**src/rtl/dma_ctrl.sv**
```systemverilog
// Single-channel DMA controller for the MMU09 SBC: CPU register window, HALT/BA/BS
// bus handshake and a two-cycle read/write byte mover between the CH375 card and RAM.
module dma_ctrl #(
  parameter int ADDR_W = 19,
  parameter int CNT_W  = 9
) (
  input  logic              i_eclk,
  input  logic              i_reset_n,
  input  logic              i_cs_n,
  input  logic              i_rw,
  input  logic [2:0]        i_addr,
  input  logic [7:0]        i_data,
  output logic [7:0]        o_data,
  output logic              o_halt_n,
  input  logic              i_ba,
  input  logic              i_bs,
  output logic              o_busmaster,
  output logic [ADDR_W-1:0] o_padr,
  output logic              o_ramcs_n,
  output logic              o_ram_rw,
  output logic [7:0]        o_ram_wdata,
  input  logic [7:0]        i_ram_rdata,
  output logic              o_dev_rd_n,
  output logic              o_dev_wr_n,
  input  logic              i_dev_ready,
  output logic [7:0]        o_dev_wdata,
  input  logic [7:0]        i_dev_rdata,
  output logic              o_irq_n
);

  typedef enum logic [2:0] {
    S_IDLE,
    S_REQ,
    S_XFER_RD,
    S_XFER_WR,
    S_DONE
  } state_t;

  state_t              state_q;
  logic [ADDR_W-1:0]   addr_q;
  logic [CNT_W-1:0]    cnt_q;
  logic                dir_q;
  logic                ie_q;
  logic                done_q;
  logic                halt_n_q;
  logic                busmaster_q;
  logic [7:0]          byte_q;

  logic                busy;
  logic                reg_wr;
  logic                start_req;
  logic                status_rd;
  logic                rd_fire;
  logic                wr_fire;
  logic [CNT_W-1:0]    cnt_next;
  logic [23:0]         addr_pad;
  logic [15:0]         cnt_pad;
  logic [7:0]          status;

  assign busy      = (state_q == S_REQ) || (state_q == S_XFER_RD) || (state_q == S_XFER_WR);
  assign reg_wr    = !i_cs_n && !i_rw && !busy;
  assign start_req = reg_wr && (i_addr == 3'd5) && i_data[7];
  assign status_rd = !i_cs_n && i_rw && (i_addr == 3'd5);
  assign rd_fire   = (state_q == S_XFER_RD) && i_dev_ready;
  assign wr_fire   = (state_q == S_XFER_WR);
  assign cnt_next  = cnt_q - CNT_W'(1);
  assign addr_pad  = 24'(addr_q);
  assign cnt_pad   = 16'(cnt_q);
  assign status    = {busy, done_q, 4'b0000, ie_q, dir_q};

  // Register window, handshake FSM and address/count stepping share one clocked process
  // so that CPU writes (only legal when not busy) never race the transfer updates.
  always_ff @(negedge i_eclk or negedge i_reset_n) begin
    if (!i_reset_n) begin
      state_q     <= S_IDLE;
      addr_q      <= '0;
      cnt_q       <= '0;
      dir_q       <= 1'b0;
      ie_q        <= 1'b0;
      done_q      <= 1'b0;
      halt_n_q    <= 1'b1;
      busmaster_q <= 1'b0;
    end else begin
      if (status_rd)
        done_q <= 1'b0;

      if (reg_wr) begin
        case (i_addr)
          3'd0: addr_q <= ADDR_W'({addr_pad[23:8], i_data});
          3'd1: addr_q <= ADDR_W'({addr_pad[23:16], i_data, addr_pad[7:0]});
          3'd2: addr_q <= ADDR_W'({5'b00000, i_data[2:0], addr_pad[15:0]});
          3'd3: cnt_q  <= CNT_W'({cnt_pad[15:8], i_data});
          3'd4: cnt_q  <= CNT_W'({7'b0000000, i_data[0], cnt_pad[7:0]});
          3'd5: begin
            dir_q <= i_data[0];
            ie_q  <= i_data[1];
          end
          default: ;
        endcase
      end

      case (state_q)
        S_IDLE, S_DONE: begin
          state_q <= S_IDLE;
          if (start_req) begin
            // An empty block completes on the spot without touching the bus.
            if (cnt_q != '0) begin
              state_q  <= S_REQ;
              halt_n_q <= 1'b0;
            end else begin
              done_q <= 1'b1;
            end
          end
        end
        S_REQ: begin
          if (i_ba && i_bs) begin
            state_q     <= S_XFER_RD;
            busmaster_q <= 1'b1;
          end
        end
        S_XFER_RD: begin
          if (i_dev_ready)
            state_q <= S_XFER_WR;
        end
        S_XFER_WR: begin
          addr_q <= addr_q + ADDR_W'(1);
          cnt_q  <= cnt_next;
          if (cnt_next == '0) begin
            state_q     <= S_DONE;
            halt_n_q    <= 1'b1;
            busmaster_q <= 1'b0;
            done_q      <= 1'b1;
          end else begin
            state_q <= S_XFER_RD;
          end
        end
        default: state_q <= S_IDLE;
      endcase
    end
  end

  always_ff @(negedge i_eclk) begin
    if (rd_fire)
      byte_q <= dir_q ? i_ram_rdata : i_dev_rdata;
  end

  always_comb begin
    o_data = 8'h00;
    case (i_addr)
      3'd0: o_data = addr_pad[7:0];
      3'd1: o_data = addr_pad[15:8];
      3'd2: o_data = addr_pad[23:16];
      3'd3: o_data = cnt_pad[7:0];
      3'd4: o_data = cnt_pad[15:8];
      3'd5: o_data = status;
      default: o_data = 8'h00;
    endcase
  end

  // Strobes decode from the registered state; the read strobe also waits on device ready.
  assign o_dev_rd_n  = !(rd_fire && !dir_q);
  assign o_dev_wr_n  = !(wr_fire && dir_q);
  assign o_ramcs_n   = !((rd_fire && dir_q) || (wr_fire && !dir_q));
  assign o_ram_rw    = !(wr_fire && !dir_q);
  assign o_ram_wdata = byte_q;
  assign o_dev_wdata = byte_q;
  assign o_padr      = addr_q;
  assign o_halt_n    = halt_n_q;
  assign o_busmaster = busmaster_q;
  assign o_irq_n     = !(done_q && ie_q);

endmodule

```
**config.mk**
```make
export PLATFORM = sky130hd
export DESIGN_NAME = dma_ctrl
export DESIGN_NICKNAME = d
export VERILOG_FILES = /design/src/rtl/dma_ctrl.sv
export SDC_FILE = /design/constraint.sdc
export NUM_CORES = 1
export LEC_CHECK = 0
export CORE_MARGIN = 2
export CORE_UTILIZATION = 50
export CTS_BUF_LIST = sky130_fd_sc_hd__clkbuf_2 sky130_fd_sc_hd__clkbuf_4 sky130_fd_sc_hd__clkbuf_8
export DETAILED_ROUTE_END_ITERATION = 8
export HOLD_SLACK_MARGIN = 0.15
export PLACE_DENSITY = 0.83
export SETUP_SLACK_MARGIN = 0.05
export SYNTH_ARGS = -nofsm -noshare
export SYNTH_HDL_FRONTEND = slang
export SYNTH_SLANG_ARGS = --single-unit
```
**constraint.sdc**
```tcl
create_clock -name i_eclk -period 2.48 [get_ports i_eclk]
set_clock_uncertainty 0.2 [all_clocks]
set_input_delay 0.248 -clock i_eclk [delete_from_list [all_inputs] [get_ports i_eclk]]
set_output_delay 0.248 -clock i_eclk [all_outputs]
set_load 0.01 [all_outputs]
```
==> results.sh, run 1 <==
export IMPL_synthCells=329
export IMPL_crit_endpoint="o_data[7]"
export IMPL_cts_made_buffers=5
export IMPL_die_w_um=80.4
export IMPL_grt_ovfl_total=1
export IMPL_cts_sinks=44
export IMPL_synth_ff_type="dfrtn_1"
export IMPL_ys_warn_count=0
export IMPL_die_h_um=80.4
export IMPL_port_buffers=83
export IMPL_pin_count=84
export IMPL_synth_cell_types=54
export IMPL_synth_seq_cells=44
export IMPL_grt_max_degree=22
export IMPL_stop_error="[ERROR GRT-0232] Routing congestion too high. Check the congestion heatmap in the GUI."
export IMPL_worst_path_end_type="primary output"
export IMPL_seq_area_frac_synth_pct=39.2
export IMPL_syn_area_sq_um=2920
export IMPL_status="stopped before the end"
export IMPL_synth_fp_nets=366
export IMPL_cts_htree_levels=2
export IMPL_syn_area_per_cell_sq_um=8.86
export IMPL_async_flop_share_pct=81.8
export IMPL_dpl_hpwl_um=8040
export IMPL_rows=27
export IMPL_clockBufferDepth=2
export IMPL_start_util_pct=52.3
export IMPL_finalWeightedCongestion=0.939
export IMPL_root_buffer="clkbuf_8"
export IMPL_grt_use_total_pct=66.8
export IMPL_failed_stage="global routing (5_1_grt)"
export IMPL_synth_edf_count=8
-- Yosys cell counts (3+ instances only) --
cell | instances | area, sq um
buf_2 | 3 | 15.0
nor2b_1 | 4 | 25.0
nand2b_1 | 6 | 37.5
o22ai_1 | 8 | 50.1
mux2i_1 | 5 | 50.1
nor3_1 | 13 | 65.1
a22oi_1 | 4 | 30.0
inv_1 | 5 | 18.8
edfxtp_1 | 8 | 240
nand2_1 | 29 | 109
o211ai_1 | 4 | 30.0
and3_1 | 4 | 25.0
or3_1 | 3 | 18.8
buf_1 | 3 | 11.3
o21ai_0 | 10 | 50.1
a221o_1 | 3 | 30.0
buf_4 | 8 | 60.1
clkbuf_1 | 12 | 45.0
nor4b_1 | 3 | 26.3
nand3_1 | 12 | 60.1
ha_1 | 3 | 37.5
dfrtn_1 | 35 | 876
nand3b_1 | 6 | 45.0
a211oi_1 | 10 | 75.1
a311oi_1 | 5 | 43.8
mux2_2 | 13 | 146
nand4_1 | 8 | 50.1
nor2_1 | 41 | 154
nor4_1 | 7 | 43.8
a31oi_1 | 6 | 37.5
a21oi_1 | 16 | 80.1
-- timing repair --
item,4_1_cts
pin swaps,23
endpoints found under the hold margin,0
hold buffers,0
setup buffers,32
cloned,1
setup endpoints to repair,91
gates resized for setup,328
-- cells by family after synthesis --
logic type,count (synthesis),share of synthesized area (%)
AND/OR/NAND/NOR,153,28.0
XOR/XNOR,2,0.601
multiplexers,19,7.51
flip-flops,44,39.2
buffers and inverters,33,5.92
AO/OA/AOI/OAI,75,17.5
adder cells (fa/ha/maj),3,1.29
-- metal layers --
metal / overflow / GRT usage, %
met5: 0 / 30.9
met4: 1 / 62.7
met1: 0 / 65.8
met3: 0 / 49.0
met2: 0 / 86.7
-- stage by stage --
stage / TNS (ns) / std cells / setup WS [ns] / area [sq um]
floorplan: -13.17 / 329 / -0.606 / 3050
global placement: -48.89 / 532 / -1.05 / 4350
detailed placement: -51.02 / 532 / -1.09 / 4350
CTS: -21.05 / 575 / -0.859 / 4910
==> inputs of run 2 (changes only) <==
==> config.mk (replaced) <==
export PLATFORM = sky130hd
export DESIGN_NAME = dma_ctrl
export DESIGN_NICKNAME = d
export VERILOG_FILES = /design/src/rtl/dma_ctrl.sv
export SDC_FILE = /design/constraint.sdc
export NUM_CORES = 1
export LEC_CHECK = 0
export CORE_MARGIN = 2
export CORE_UTILIZATION = 35
export DETAILED_ROUTE_END_ITERATION = 8
export PLACE_DENSITY_LB_ADDON = 0.15
export SYNTH_ARGS = -nofsm -noshare
export SYNTH_HDL_FRONTEND = slang
export SYNTH_SLANG_ARGS = --single-unit
==> run 2 against run 1 <==
Compared with the run above:
- the flow now finishes, with violations (negative setup slack)
- synthesized cell count stayed put
- area after synthesis did not move
==> results.sh, run 2 <==
export IMPL_status="finished with violations"
export IMPL_failed_checks="negative setup slack"
export IMPL_synth_cell_types=54
export IMPL_synth_fp_nets=366
export IMPL_cts_made_buffers=5
export IMPL_synth_ff_type="dfrtn_1"
export IMPL_critical_path_buf_inv_count=1
export IMPL_synth_top_cells_by_count="nor2_1, dfrtn_1, nand2_1"
export IMPL_startpoint="state_q[1]"
export IMPL_place_ws_ns=-1.08
export IMPL_antenna_found_initial=0
export IMPL_cts_htree_levels=2
export IMPL_worst_endpoint_required_ns=2.03
export IMPL_hold_class="register to register"
export IMPL_cts_sinks=44
export IMPL_syn_area_sq_um=2920
export IMPL_syn_area_per_cell_sq_um=8.86
export IMPL_grt_use_total_pct=24.1
export IMPL_min_from="o_halt_n"
export IMPL_critPathMaxFanout=3
export IMPL_r2r_cells=9
export IMPL_yosys_area_top_type="dfrtn_1"
export IMPL_yosysTopAreaCellShare_pct=30.0
export IMPL_largest_register_ff_count=19
export IMPL_worst_slew_pin_slew_ns=0.587
export IMPL_max_stage_delay_ns=0.41
export IMPL_async_flop_share_pct=81.8
export IMPL_synthCells=329
export IMPL_grt_max_degree=23
export IMPL_routedWlPerCell_um=17.9
export IMPL_synth_most_common_cell="nor2_1"
export IMPL_min_path_cells=2
export IMPL_finalMaxSlewViolations=0
export IMPL_rows=33
export IMPL_ys_warn_count=0
export IMPL_port_buffers=83
export IMPL_arrival_ns=2.81
export IMPL_rr_endpoint="o_padr[16]"
export IMPL_dpl_hpwl_um=7860
export IMPL_die_w_um=95.3
export IMPL_rsz0062_at_grt="yes"
export IMPL_clk_pin_slew_ns=0.06
export IMPL_grt_pass1_vias=3264
export IMPL_p_per_area_nw_per_um2=1030
export IMPL_grt_pass1_wl_um=16700
export IMPL_dr_pass1_iters=4
export IMPL_clockBufferDepth=2
export IMPL_cp_end_kind="output pin"
export IMPL_layout_commonest_cell="buf_4"
export IMPL_drc=0
export IMPL_core_sq_um=8130
export IMPL_setup_viol=77
export IMPL_finalWeightedCongestion=0.876
export IMPL_leakage_nw=2.32
export IMPL_slew_headroom_pct=60.6
export IMPL_layout_common_cells="buf_4, buf_6, dfrtn_1"
export IMPL_drive_gt1_share_pct=52.5
export IMPL_route_vias_total=3469
export IMPL_seq_area_frac_synth_pct=39.2
export IMPL_root_buffer="clkbuf_8"
export IMPL_final_cells=633
export IMPL_synth_seq_cells=44
export IMPL_min_to="o_halt_n"
export IMPL_final_hold_violation_count=0
export IMPL_fin_nets=564
export IMPL_start_util_pct=35.8
export IMPL_wirelength_um=11300
export IMPL_grt_ovfl_total=0
export IMPL_path_class="register to output pin"
export IMPL_ant_nets=0
export IMPL_path_cells="o21ba_4 > mux2_4 > a22oi_2 > o21ai_2 > buf_2"
export IMPL_reg2reg_from="state_q[1]"
export IMPL_fin_ws_ns=-0.783
export IMPL_die_area_sq_um=9080
export IMPL_diodes=0
export IMPL_drt_iter0_markers=164
export IMPL_synth_edf_count=8
export IMPL_dp_cells=564
export IMPL_synth_area_top_cells="dfrtn_1, edfxtp_1, nor2_1"
export IMPL_cap_violations=0
export IMPL_postCtsHoldBufs=0
export IMPL_cts_tree="built"
export IMPL_final_util_pct=64.2
export IMPL_cp_slowest_cell="dfrtn_1"
export IMPL_syn_to_final_growth_pct=79.1
export IMPL_crit_family="compound AO/OA/AOI/OAI gates"
export IMPL_crit_path_start_kind="register"
export IMPL_rrSetupSlack_ns=-0.11
export IMPL_pin_count=84
export IMPL_peakVddDrop_mv=0.553
export IMPL_die_h_um=95.3
export IMPL_insertion_delay_ns=0.31
export IMPL_vias_per_cell=5.48
==> run 2: cell counts after synthesis <==
Identical to the previous run, type by type.
==> run 2: final cells by class <==
type | instances | area [sq um]
Sequential cell | 44 | 1140
Tap cell | 105 | 131
Clock inverter | 12 | 62.6
Multi-Input combinational cell | 252 | 1930
Timing Repair Buffer | 211 | 1870
Clock buffer | 5 | 68.8
Fill cell | 669 | 2910
Inverter | 4 | 15.0
==> run 2: timing repair <==
item | in CTS | in global routing
gates cloned | 0 | 1
resized for setup | 298 | 78
pin swaps | 13 | 34
endpoints found under the setup margin | 91 | 89
setup buffers | 33 | 32
==> run 2: metal layers <==
metal	up-vias	track usage [%]	routed length, um
met5	-	0	0
met1	1705	31.5	4770
met4	0	7.97	215
met2	124	41.4	5800
met3	18	2.92	561
li1	1622	-	-
==> run 2: kinds of logic after synthesis <==
family / Yosys count / share of synthesized area (%)
AND/OR/NAND/NOR: 153 / 28.0
XOR/XNOR: 2 / 0.601
flip-flops: 44 / 39.2
multiplexers: 19 / 7.51
adder cells (fa/ha/maj): 3 / 1.29
buffers and inverters: 33 / 5.92
AO/OA/AOI/OAI: 75 / 17.5
==> run 2: how the worst max path moves through the flow <==
stage                            to  slack (ns)  cells past startpoint
after floorplan            cnt_q[7]       -0.61                      5
after global placement     cnt_q[5]       -1.07                      7
after detailed placement   cnt_q[4]       -1.08                      6
after CTS                 o_data[7]       -0.80                      5
after global routing      o_data[7]       -0.82                      5
final                     o_data[7]       -0.78                      5
==> run 2: worst min-delay path: stages, from the launching register on <==
cell     delay, ns
dfstp_2       0.37
nand2_1       0.05
nand2_1       0.04
==> run 2: report_power, final <==
group | total, mW | switching (mW) | internal, mW | leakage [nW]
logic | 3.50 | 1.57 | 1.93 | 1.72
registers | 1.29 | 0.228 | 1.06 | 0.494
clock network | 0.568 | 0.338 | 0.230 | 0.0986
==> run 2: metrics by stage <==
step	TNS, ns	total power, mW	area [sq um]	hold slack (ns)
3_3_place_gp	-50.40	3.94	4350	0.249
2_1_floorplan	-13.16	2.65	3040	0.223
3_5_place_dp	-50.94	3.98	4350	0.253
6_report	-19.44	5.36	5220	0.260
5_1_grt	-22.15	5.69	5220	0.278
4_1_cts	-19.66	4.98	4790	0.266
(Power assumes the default switching activity.)
==> inputs of run 3 (changes only) <==
--- a/config.mk
+++ b/config.mk
@@ -5,6 +5,7 @@
 export SDC_FILE = /design/constraint.sdc
 export NUM_CORES = 1
 export LEC_CHECK = 0
+export CORE_ASPECT_RATIO = 0.8
 export CORE_MARGIN = 2
 export CORE_UTILIZATION = 35
 export DETAILED_ROUTE_END_ITERATION = 8
==> run 3 against run 2 <==
Compared with the run above:
- the flow still finishes with violations (negative setup slack)
- cell area down 2.0%
- sequential power about the same
- hold slack improved by 0.0013 ns
- critical path type unchanged
- total power down 1.9%
- first-iteration DRC count down 13%
- sequential cell count unchanged
- combinational power is 5% lower
- die area about the same
- largest power group unchanged
- largest cell class unchanged
- clock-buffer cell count rose by 1
==> results.sh, run 3 (synthesis results as in run 2) <==
export IMPL_status="finished with violations"
export IMPL_failed_checks="negative setup slack"
export IMPL_diodes=0
export IMPL_setup_tns_ns=-21.96
export IMPL_leakage_nw=2.24
export IMPL_finalPower_mw=5.26
export IMPL_cp_slowest_cell="dfrtn_1"
export IMPL_grt_pass1_wl_um=16900
export IMPL_die_area_sq_um=9080
export IMPL_grt_max_degree=21
export IMPL_insertion_delay_ns=0.31
export IMPL_drc=0
export IMPL_cts_sinks=44
export IMPL_r2r_cells=7
export IMPL_rr_endpoint="o_padr[12]"
export IMPL_port_buffers=83
export IMPL_seq_area_sq_um=1140
export IMPL_min_from="o_halt_n"
export IMPL_route_vias_total=3377
export IMPL_layout_common_cells="buf_4, buf_6, nor2_1, dfrtn_1, buf_2"
export IMPL_antenna_found_initial=0
export IMPL_place_area_sq_um=4340
export IMPL_cts_made_buffers=5
export IMPL_clockBufferDepth=2
export IMPL_dpl_hpwl_um=7750
export IMPL_fin_nets=550
export IMPL_rows=29
export IMPL_dr_pass1_iters=5
export IMPL_multi_input_area_sq_um=1920
export IMPL_layout_commonest_cell="buf_4"
export IMPL_grt_util_met1_pct=36.1
export IMPL_max_stage_delay_ns=0.36
export IMPL_nFillCells=642
export IMPL_syn_to_final_growth_pct=75.5
export IMPL_finalWeightedCongestion=0.869
export IMPL_root_buffer="clkbuf_8"
export IMPL_vias_per_cell=5.43
export IMPL_grt_use_met3_pct=4.03
export IMPL_dp_cells=563
export IMPL_worst_slew_pin_slew_ns=0.549
export IMPL_slew_headroom_pct=63.1
export IMPL_fin_ws_ns=-0.724
export IMPL_rsz0062_at_grt="yes"
export IMPL_crit_family="compound AO/OA/AOI/OAI gates"
export IMPL_drt_iter0_markers=143
export IMPL_finalMaxSlewViolations=0
export IMPL_hold_ws_ns=0.262
export IMPL_pin_count=84
export IMPL_grt_ovfl_total=0
export IMPL_place_ws_ns=-1.13
export IMPL_setup_viol=80
export IMPL_die_w_um=106
export IMPL_cts_tree="built"
export IMPL_grt_pass1_vias=3261
export IMPL_critPathMaxFanout=2
export IMPL_min_to="o_halt_n"
export IMPL_min_path_cells=2
export IMPL_crit_path_start_kind="register"
export IMPL_routedWlPerCell_um=17.5
export IMPL_ant_nets=0
export IMPL_start_util_pct=36.4
export IMPL_grt_use_total_pct=24.0
export IMPL_cp_end_kind="output pin"
export IMPL_worst_endpoint_required_ns=2.03
export IMPL_cap_violations=0
export IMPL_clk_pin_slew_ns=0.06
export IMPL_final_cells=622
export IMPL_cts_htree_levels=2
export IMPL_final_hold_violation_count=0
export IMPL_hold_class="register to register"
export IMPL_peakVddDrop_mv=0.622
export IMPL_final_area_sq_um=5110
export IMPL_rrSetupSlack_ns=0.07
export IMPL_drive_gt1_share_pct=49.6
export IMPL_path_class="register to output pin"
export IMPL_path_cells="o21ba_4 > mux2_4 > a22oi_2 > o21ai_1 > buf_2"
export IMPL_die_h_um=85.6
export IMPL_final_util_pct=63.8
export IMPL_arrival_ns=2.76
export IMPL_top_usage_layer="met1"
export IMPL_reg2reg_from="state_q[0]"
export IMPL_postCtsHoldBufs=0
export IMPL_met2_usage_pct=36.0
export IMPL_critical_path_buf_inv_count=1
export IMPL_wirelength_um=10900
export IMPL_p_per_area_nw_per_um2=1030
export IMPL_core_sq_um=8020
export IMPL_largest_register_ff_count=19
-- run 3: power by group --
| group | switching [mW] | internal (mW) |
|---|---|---|
| Clock | 0.339 | 0.285 |
| Combinational | 1.53 | 1.82 |
| Sequential | 0.226 | 1.06 |
| Total | 2.09 | 3.17 |
-- run 3: area by class of cell --
type | count | share of cell area, %
well taps | 108 | 2.64
flip-flops and latches | 44 | 22.3
multi-input cells | 252 | 37.6
clock buffers | 6 | 1.83
repair buffers | 197 | 34.3
inverters | 4 | 0.294
clock inverters | 11 | 1.00
-- run 3: how the worst max path moves through the flow --
stage | slack, ns | startpoint | cells after the start | end
finish | -0.72 | state_q[0] | 5 | o_data[7]
global placement | -1.06 | i_cs_n | 6 | cnt_q[4]
floorplan | -0.61 | i_cs_n | 5 | cnt_q[7]
CTS | -0.73 | state_q[0] | 5 | o_data[7]
global route | -0.79 | state_q[2] | 5 | o_data[7]
detailed placement | -1.13 | i_cs_n | 6 | cnt_q[7]
-- run 3: metal layers --
layer	vias to the layer above	share of wire, %
met4	0	1.1
met1	1622	46
met2	149	45
met3	10	7.6
li1	1596	-
met5	-	0
-- run 3: worst reg2reg max path: stages, from the launching register on --
cell     delay [ns]
dfrtn_1        0.43
buf_4          0.12
and3b_2        0.24
buf_6          0.12
buf_4          0.25
nand4_1        0.50
o22ai_2        0.32
nor2_1         0.08
-- run 3: repair_timing --
| item | CTS | global route |
|---|---|---|
| setup buffers | 37 | 28 |
| pin swaps | 32 | 19 |
| gates cloned | 1 | 0 |
| setup endpoints to repair | 91 | 82 |
| gates resized for setup | 335 | 36 |
==> inputs of run 4 (changes only) <==
--- a/config.mk
+++ b/config.mk
@@ -5,6 +5,7 @@
 export SDC_FILE = /design/constraint.sdc
 export NUM_CORES = 1
 export LEC_CHECK = 0
+export ABC_AREA = 1
 export CORE_ASPECT_RATIO = 0.8
 export CORE_MARGIN = 2
 export CORE_UTILIZATION = 35
==> run 4 against run 3 <==
Compared with the run above:
- the run still ends with negative setup slack left
- routed wire length is 9.1% higher
- global-route usage is 1.2 points higher
- worst setup slack better by 0.044 ns
- synthesized cell count is 32% higher
- hold slack worse by 0.040 ns
- clock-buffer cell count is 2 higher
- critical path type unchanged
- via count is 14% higher
- cell area is 6.1% higher
- utilization is 0.50 points higher
==> results.sh, run 4 <==
export IMPL_ys_warn_count=0
export IMPL_synth_compound_area_share_pct=18.6
export IMPL_synthMuxAreaShare_pct=0
export IMPL_synth_fp_nets=472
export IMPL_synth_fa_ha_area_share_pct=1.23
export IMPL_setup_viol=50
export IMPL_setup_tns_ns=-11.29
export IMPL_grt_pass1_wl_um=18200
export IMPL_peakVddDrop_mv=0.478
export IMPL_synth_ff_type="dfrtn_1"
export IMPL_failed_checks="negative setup slack"
export IMPL_startpoint="state_q[1]"
export IMPL_grt_pass1_vias=3568
export IMPL_slew_headroom_pct=76.5
export IMPL_vias_per_cell=4.97
export IMPL_largest_register_ff_count=19
export IMPL_rsz0062_at_grt="yes"
export IMPL_ant_nets=0
export IMPL_r2r_cells=10
export IMPL_pin_count=84
export IMPL_final_cells=773
export IMPL_die_w_um=108
export IMPL_port_buffers=83
export IMPL_grt_use_total_pct=25.1
export IMPL_finalPower_mw=5.97
export IMPL_layout_common_cells="buf_4, nand2_1, buf_6"
export IMPL_wl_met1_um=5420
export IMPL_core_sq_um=8450
export IMPL_synth_seq_cells=44
export IMPL_drive_gt1_share_pct=45.5
export IMPL_cts_tree="built"
export IMPL_rr_endpoint="o_padr[18]"
export IMPL_synth_top_cells_by_count="nand2_1, inv_1, nor2_1"
export IMPL_leakage_nw=2.70
export IMPL_synthCells=435
export IMPL_drt_iter0_markers=350
export IMPL_cts_htree_levels=2
export IMPL_routedWlPerCell_um=15.4
export IMPL_clk_pin_slew_ns=0.06
export IMPL_drc=0
export IMPL_postCtsHoldBufs=0
export IMPL_syn_area_per_cell_sq_um=6.99
export IMPL_crit_path_start_kind="register"
export IMPL_synth_cell_types=32
export IMPL_clockBufferDepth=2
export IMPL_root_buffer="clkbuf_8"
export IMPL_syn_area_sq_um=3040
export IMPL_rows=30
export IMPL_synth_xor_area_share_pct=1.15
export IMPL_worst_endpoint_required_ns=2.03
export IMPL_die_area_sq_um=9450
export IMPL_seq_area_frac_synth_pct=37.6
export IMPL_path_class="register to output pin"
export IMPL_rrSetupSlack_ns=0.09
export IMPL_syn_to_final_growth_pct=78.6
export IMPL_arrival_ns=2.71
export IMPL_dr_pass1_iters=6
export IMPL_fin_nets=697
export IMPL_finalWeightedCongestion=0.910
export IMPL_highest_layer="met4"
export IMPL_yosysTopAreaCellShare_pct=28.8
export IMPL_synth_most_common_cell="nand2_1"
export IMPL_wirelength_um=11900
export IMPL_worst_slew_pin_slew_ns=0.353
export IMPL_reg2reg_from="state_q[0]"
export IMPL_grt_max_degree=30
export IMPL_fin_ws_ns=-0.681
export IMPL_diodes=0
export IMPL_antenna_found_initial=0
export IMPL_cp_end_kind="output pin"
export IMPL_synth_edf_count=8
export IMPL_hold_class="register to register"
export IMPL_final_hold_violation_count=0
export IMPL_grt_ovfl_total=0
export IMPL_dpl_hpwl_um=8690
export IMPL_synth_top_family_by_area="simple AND/OR/NAND/NOR gates"
export IMPL_synthSimpleGateAreaFrac_pct=29.4
export IMPL_place_area_sq_um=4790
export IMPL_met2_length_um=5490
export IMPL_endpoint="o_data[7]"
export IMPL_status="finished with violations"
export IMPL_p_per_area_nw_per_um2=1100
export IMPL_insertion_delay_ns=0.31
export IMPL_async_flop_share_pct=81.8
export IMPL_final_area_sq_um=5430
export IMPL_dp_cells=711
export IMPL_cts_sinks=44
export IMPL_yosys_area_top_type="dfrtn_1"
export IMPL_met3_length_um=857
export IMPL_route_vias_total=3843
export IMPL_die_h_um=87.4
export IMPL_critPathMaxFanout=3
export IMPL_start_util_pct=36.0
export IMPL_cap_violations=0
export IMPL_finalMaxSlewViolations=0
export IMPL_synth_area_top_cells="dfrtn_1, nand2_1, edfxtp_1"
export IMPL_final_util_pct=64.3
export IMPL_layout_commonest_cell="buf_4"
export IMPL_cts_made_buffers=5
==> run 4: metrics by stage <==
step	setup WS, ns	hold slack [ns]
floorplan	-0.391	0.240
detailed placement	-0.745	0.228
global placement	-0.740	0.222
finish	-0.681	0.222
global route	-0.721	0.270
CTS	-0.663	0.228
==> run 4: logic make-up (layout without fill, tap and decap cells) <==
| kind of cell | Yosys count | after routing |
|---|---|---|
| compound gates | 93 | 93 |
| xor+xnor | 4 | 4 |
| fa+ha+maj | 3 | 3 |
| buf+inv | 84 | 309 |
| flops | 44 | 44 |
| simple gates | 207 | 208 |
==> run 4: final cells by class <==
type | count | area [sq um]
sequential | 44 | 1140
clock inverter | 9 | 33.8
inverter | 68 | 270
tap | 112 | 140
fill | 751 | 3020
multi-input combinational | 308 | 1840
timing repair buffer | 224 | 1920
clock buffer | 8 | 80.1
==> run 4: how the worst min path moves through the flow <==
stage | start | end | slack (ns) | cells after the start
after detailed placement | o_busmaster | o_busmaster | 0.23 | 2
after global placement | o_busmaster | o_busmaster | 0.22 | 2
after CTS | o_busmaster | o_busmaster | 0.23 | 2
final | o_busmaster | o_busmaster | 0.22 | 2
after floorplan | cnt_q[1] | cnt_q[1] | 0.24 | 2
after global routing | o_busmaster | o_busmaster | 0.27 | 2
==> run 4: timing repair <==
item | 4_1_cts | 5_1_grt
cloned | 1 | 0
buffers inserted | 38 | 25
endpoints found under the setup margin | 88 | 82
pin swaps | 21 | 17
resized for setup | 300 | 50
==> run 4: critical path, stage by stage, from the launching register on <==
cell and delay, ns:
dfrtn_1 0.36, buf_4 0.15, o21ai_2 0.14, nor2_1 0.08
a21oi_2 0.14, o221ai_1 0.13, buf_2 0.16
==> run 4: per-layer routing <==
layer | track usage (%) | up-vias
li1 | - | 1877
met1 | 36.2 | 1804
met2 | 39.1 | 144
met3 | 5.16 | 18
met4 | 5.24 | 0
met5 | 0 | -
==> run 4: where the power goes <==
group          internal, mW  switching, mW
Sequential             1.08          0.237
Combinational          2.07           2.06
Clock                 0.220          0.297
